**src/rtl/q_serial_tx.sv**
```systemverilog
// ============================================================================
// Module   : q_serial_tx
// Brief    : Frames the 4-bit Q result bus onto an idle-high serial line
//            (start, 4 data bits LSB first, optional even parity, stop).
//            Define Q_TX_PARITY_EN to insert the parity bit.
// Revision : 1.0 - initial release
// ============================================================================
`default_nettype none

module q_serial_tx #(
    parameter int CLKS_PER_BIT = 4
) (
    input  logic       clk,
    input  logic       rst,
    input  logic [3:0] Q,
    input  logic       TX_EN,
    output logic       TX_BUSY,
    output logic       TX_DONE,
    output logic       TXD
);

    localparam logic [7:0] c_BAUD_LAST = 8'(CLKS_PER_BIT - 1);

    typedef enum logic [2:0] {
        S_IDLE   = 3'd0,
        S_START  = 3'd1,
        S_DATA   = 3'd2,
`ifdef Q_TX_PARITY_EN
        S_PARITY = 3'd3,
`endif
        S_STOP   = 3'd4
    } state_t;

    state_t     r_state;
    logic [7:0] r_baud_cnt;
    logic [1:0] r_bit_idx;
    logic [3:0] r_shift;
    logic       r_txd;
    logic       r_busy;
    logic       r_done;
    logic       w_bit_end;
`ifdef Q_TX_PARITY_EN
    logic       r_parity;
`endif

    assign w_bit_end = (r_baud_cnt == c_BAUD_LAST);

    // TXD is the registered value for the state being entered, so the line
    // moves on the same edge as the state transition.
    always_ff @(posedge clk) begin
        if (rst) begin
            r_state    <= S_IDLE;
            r_baud_cnt <= 8'd0;
            r_bit_idx  <= 2'd0;
            r_shift    <= 4'd0;
            r_txd      <= 1'b1;
            r_busy     <= 1'b0;
            r_done     <= 1'b0;
`ifdef Q_TX_PARITY_EN
            r_parity   <= 1'b0;
`endif
        end else begin
            r_done <= 1'b0;
            case (r_state)
                S_IDLE: begin
                    r_txd  <= 1'b1;
                    r_busy <= 1'b0;
                    if (TX_EN) begin
                        r_shift    <= Q;
`ifdef Q_TX_PARITY_EN
                        r_parity   <= ^Q;
`endif
                        r_state    <= S_START;
                        r_txd      <= 1'b0;
                        r_busy     <= 1'b1;
                        r_baud_cnt <= 8'd0;
                        r_bit_idx  <= 2'd0;
                    end
                end
                S_START: begin
                    if (w_bit_end) begin
                        r_baud_cnt <= 8'd0;
                        r_state    <= S_DATA;
                        r_txd      <= r_shift[0];
                    end else begin
                        r_baud_cnt <= r_baud_cnt + 8'd1;
                    end
                end
                S_DATA: begin
                    if (w_bit_end) begin
                        r_baud_cnt <= 8'd0;
                        r_shift    <= r_shift >> 1;
                        r_bit_idx  <= r_bit_idx + 2'd1;
                        if (r_bit_idx == 2'd3) begin
`ifdef Q_TX_PARITY_EN
                            r_state <= S_PARITY;
                            r_txd   <= r_parity;
`else
                            r_state <= S_STOP;
                            r_txd   <= 1'b1;
`endif
                        end else begin
                            r_txd <= r_shift[1];
                        end
                    end else begin
                        r_baud_cnt <= r_baud_cnt + 8'd1;
                    end
                end
`ifdef Q_TX_PARITY_EN
                S_PARITY: begin
                    if (w_bit_end) begin
                        r_baud_cnt <= 8'd0;
                        r_state    <= S_STOP;
                        r_txd      <= 1'b1;
                    end else begin
                        r_baud_cnt <= r_baud_cnt + 8'd1;
                    end
                end
`endif
                S_STOP: begin
                    if (w_bit_end) begin
                        r_baud_cnt <= 8'd0;
                        r_state    <= S_IDLE;
                        r_txd      <= 1'b1;
                        r_busy     <= 1'b0;
                        r_done     <= 1'b1;
                    end else begin
                        r_baud_cnt <= r_baud_cnt + 8'd1;
                    end
                end
                default: begin
                    r_state    <= S_IDLE;
                    r_baud_cnt <= 8'd0;
                    r_txd      <= 1'b1;
                    r_busy     <= 1'b0;
                end
            endcase
        end
    end

    assign TXD     = r_txd;
    assign TX_BUSY = r_busy;
    assign TX_DONE = r_done;

endmodule

`default_nettype wire

```
**config.mk**
```make
export PLATFORM = sky130hd
export DESIGN_NAME = q_serial_tx
export DESIGN_NICKNAME = d
export VERILOG_FILES = /design/src/rtl/q_serial_tx.sv
export SDC_FILE = /design/constraint.sdc
export NUM_CORES = 1
export LEC_CHECK = 0
export CAP_MARGIN = 20
export CELL_PAD_IN_SITES_DETAIL_PLACEMENT = 1
export CELL_PAD_IN_SITES_GLOBAL_PLACEMENT = 2
export CORE_MARGIN = 10
export CORE_UTILIZATION = 34
export DETAILED_ROUTE_END_ITERATION = 7
export PLACE_DENSITY_LB_ADDON = 0.1
export SKIP_LAST_GASP = 1
export SLEW_MARGIN = 20
export SYNTH_ARGS = -nofsm -noshare
export SYNTH_HDL_FRONTEND = slang
export SYNTH_SLANG_ARGS = --single-unit
```
**constraint.sdc**
```tcl
create_clock -name clk -period 1.95 [get_ports clk]
set_input_delay 0.585 -clock clk [delete_from_list [all_inputs] [get_ports clk]]
set_output_delay 0.585 -clock clk [all_outputs]
set_load 0.05 [all_outputs]
```
==> results of run 1 <==
worst paths after layout:
check,from,end,slack (ns)
setup reg to reg,r_baud_cnt[0]$_SDFFE_PP0P_,r_state[2]$_SDFFE_PP0P_,0.13
hold / removal,r_bit_idx[1]$_SDFFE_PP0P_,r_bit_idx[1]$_SDFFE_PP0P_,0.48
setup / recovery,r_baud_cnt[0]$_SDFFE_PP0P_,r_state[2]$_SDFFE_PP0P_,0.13
hold reg to reg,r_bit_idx[1]$_SDFFE_PP0P_,r_bit_idx[1]$_SDFFE_PP0P_,0.48
cell usage after synthesis, types with 2 or more instances:
master    count  area share
dfxtp_1      20        0.40
nor2_1       13       0.049
nand2_1       8       0.030
nand4_1       6       0.037
inv_1         4       0.015
nand3_1       4       0.020
nor3_1        4       0.020
xnor2_1       4       0.035
a21oi_1       3       0.015
a221oi_1      3       0.026
a311oi_1      3       0.026
clkbuf_1      3       0.011
nor2b_1       3       0.019
o31ai_1       3       0.022
xor2_1        3       0.026
buf_2         2       0.010
ha_1          2       0.025
nand3_2       2       0.020
nand3b_1      2       0.015
or3b_1        2       0.017
report_power, final:
part / internal, uW / switching, uW / leakage (uW)
registers: 422 / 13.4 / 0.000163
logic: 46.1 / 53.5 / 0.000265
clock network: 71.9 / 121 / 0.0000138
total: 540 / 188 / 0.000442
cell families (layout without fill, tap and decap cells):
kind of cell | after synthesis | count (layout) | share of synthesized area
AO/OA/AOI/OAI | 19 | 19 | 0.151
XOR/XNOR | 7 | 7 | 0.0609
adder cells (fa/ha/maj) | 2 | 2 | 0.0249
buffers and inverters | 10 | 28 | 0.0435
flip-flops | 20 | 20 | 0.398
multiplexers | 1 | 1 | 0.00995
AND/OR/NAND/NOR | 52 | 52 | 0.312
timing repair:
action                     in CTS  in global routing
resized for setup               0                  1
hold endpoints to repair        0                  0
setup endpoints to repair       0                  2
setup buffers                   0                  1
cell usage in the layout (no fill, tap or decap), types with 4 or more instances in the layout:
cell type / count
xnor2_1: 4
nor2_1: 13
inv_1: 4
nor3_1: 4
nand3_1: 4
clkdlybuf4s50_1: 6
buf_4: 15
dfxtp_1: 20
nand2_1: 8
nand4_1: 6
flip-flops by register name, summed over array words and instances (netlist names):
| signal | count |
|---|---|
| r_state | 3 |
| TX_BUSY | 1 |
| TXD | 1 |
| r_shift | 4 |
| r_bit_idx | 2 |
| r_baud_cnt | 8 |
| TX_DONE | 1 |
metal layers:
metal  up-vias  share of wire  track usage
li1        446              -            -
met1       423           0.52        0.140
met2        12           0.43        0.136
met3         2          0.045       0.0372
met4         0         0.0057       0.0183
met5         -              0            0
worst max-delay path, delay by kind of cell, from the launching register on:
kind,cells,cell delay (ns)
flip-flops,1,0.39
AND/OR/NAND/NOR,3,0.77
buffers and inverters,1,0.19
adder cells (fa/ha/maj),1,0.24
AO/OA/AOI/OAI,1,0.17
stage by stage:
| stage | power [uW] | utilization | hold WS (ns) | TNS, ns | setup slack (ns) |
|---|---|---|---|---|---|
| after global routing | 781 | 0.437 | 0.513 | -0.00135 | -0.00135 |
| after CTS | 737 | 0.433 | 0.485 | 0 | 0.0232 |
| after detailed placement | 543 | 0.425 | 0.468 | -2.71 | -0.289 |
| after floorplan | 499 | - | 0.437 | 0 | 0.230 |
| after global placement | 541 | 0.425 | 0.452 | -1.98 | -0.184 |
| final | 728 | 0.437 | 0.479 | 0 | 0.125 |
layout make-up:
| cell class | count | area share |
|---|---|---|
| clock buffers | 3 | 0.0185 |
| inverters | 4 | 0.0124 |
| flip-flops and latches | 20 | 0.330 |
| multi-input cells | 81 | 0.465 |
| repair buffers | 21 | 0.142 |
| well taps | 31 | 0.0319 |
==> Flow_metrics.wiki, run 1 <==
{| class="wikitable"
! Metric !! Value
|-
| Avg Inst Size Synth || 9.06 um2
|-
| Total number of vias || 883
|-
| Bufs on Longest Clock Path || 2
|-
| Final setup violation count || 0
|-
| Skew-Pair Late Insertion Delay || 0.29 ns
|-
| Placed Cells || 156
|-
| Post-route clock skew || 0.000753 ns
|-
| Half-perimeter wire length after detailed placement || 1870 um
|-
| Type of element launching the critical path || register
|-
| Clock tree from TritonCTS || done
|-
| Wire length reported by the detailed router || 2440 um
|-
| Die Height || 74.4 um
|-
| Share of synthesized flip-flops with an asynchronous set or reset || 0
|-
| CTS clk-pin slew, worst paths || 0.11 ns
|-
| Number of failing hold endpoints at the final stage || 0
|-
| Top_reg_cell synth || dfxtp_1
|-
| Worst-margin pin slew || 0.525 ns
|-
| Sequential area share after synthesis || 0.398
|-
| Leakage || 0.000442 uW
|-
| Number of global-route vias before repair || 885
|-
| Crit path time final || 1.82 ns
|-
| Die X || 74.4 um
|-
| Synthesized area || 1010 um2
|-
| Cell area after placement || 1180 um2
|-
| Max Clock Freq || 0.548 GHz
|-
| Area growth from synthesis to final layout || 20.8%
|-
| Number of enable-type register cells in the synthesized netlist || 0
|-
| Layout Cells excl Fill || 160
|-
| DRC marker count from the first detailed-route iteration || 58
|-
| Outcome || finished clean
|-
| Hold depth || 2
|-
| Relative slew margins || 0.646
|-
| Share of the clock period used by the worst path after layout || 0.936
|-
| Largest vdd supply drop || 0.000583 V
|-
| Critical Path Slowest Stage Cell || dfxtp_1
|-
| Clock buffers created by TritonCTS || 3
|-
| Post-route cell area || 1210 um2
|-
| Worst-path maximum fanout || 4
|-
| Num Clock Sinks || 20
|-
| Worst hold-check path type || register to register
|-
| Effective utilization at floorplan || 0.362
|-
| Multi-input gate area || 566 um2
|-
| Post-layout nets || 140
|-
| Placement row count || 19
|-
| Clock root cell || clkbuf_4
|-
| Critical Path Max Stage Delay || 0.39 ns
|-
| Data required, critical path || 2.18 ns
|-
| Count of buffers inserted at the top-level ports || 9
|-
| First-pass GRT wire length || 4310 um
|-
| Net count after synthesis || 120
|-
| Number of detailed-route iterations in the first pass || 4
|-
| ANT cells || 0
|-
| Combined flip-flop and latch cell area || 400 um2
|-
| Count of final max-slew check failures || 0
|-
| Count of mapped cells out of synthesis || 111
|-
| Core region area || 2780 um2
|-
| Critical Path AT || 2.05 ns
|-
| Share of post-route cells with drive strength above 1 || 0.209
|-
| Ordered cell list for the critical path || ha_1, nor4b_4, buf_4, nand3_2, or3b_1, a211oi_2
|-
| Type of the worst setup path || register to register
|-
| Number of levels in the clock H-tree || 1
|-
| Die footprint || 5530 um2
|-
| Number of synthesis warnings || 0
|-
| Sum of overflow across all layers after global routing || 0
|-
| Total of max-cap violations || 0
|-
| Synth Register Bits || 20
|-
| Overall fraction of global-route tracks in use || 0.0980
|-
| Count of unique library cells instantiated by Yosys || 37
|-
| Number of primary I/O pins || 10
|-
| Filler cells || 333
|-
| Initial antenna violation count || 0
|-
| Per-cell via count in the routed design || 5.52
|-
| Remaining number of nets flagged by the antenna check after routing || 0
|-
| Type of destination of the critical path || register
|-
| Power per cell area || 599 nW/um2
|-
| Drt wl/cell || 15.3 um
|-
| Residual DRC count || 0
|-
| Global placer's final weighted congestion || 0.774
|-
| Post-cts hold buffer count || 0
|-
| Maximum number of pins on one net before global-route repair || 14
|-
| Cell count of the worst reg-to-reg path || 6
|}
(Power assumes the default switching activity.)
==> inputs of run 2 (changes only) <==
--- a/config.mk
+++ b/config.mk
@@ -5,7 +5,6 @@
 export SDC_FILE = /design/constraint.sdc
 export NUM_CORES = 1
 export LEC_CHECK = 0
-export CAP_MARGIN = 20
 export CELL_PAD_IN_SITES_DETAIL_PLACEMENT = 1
 export CELL_PAD_IN_SITES_GLOBAL_PLACEMENT = 2
 export CORE_MARGIN = 10
==> results of run 2 <==
No change in the layout: final DEF, timing and power equal those of run 1.
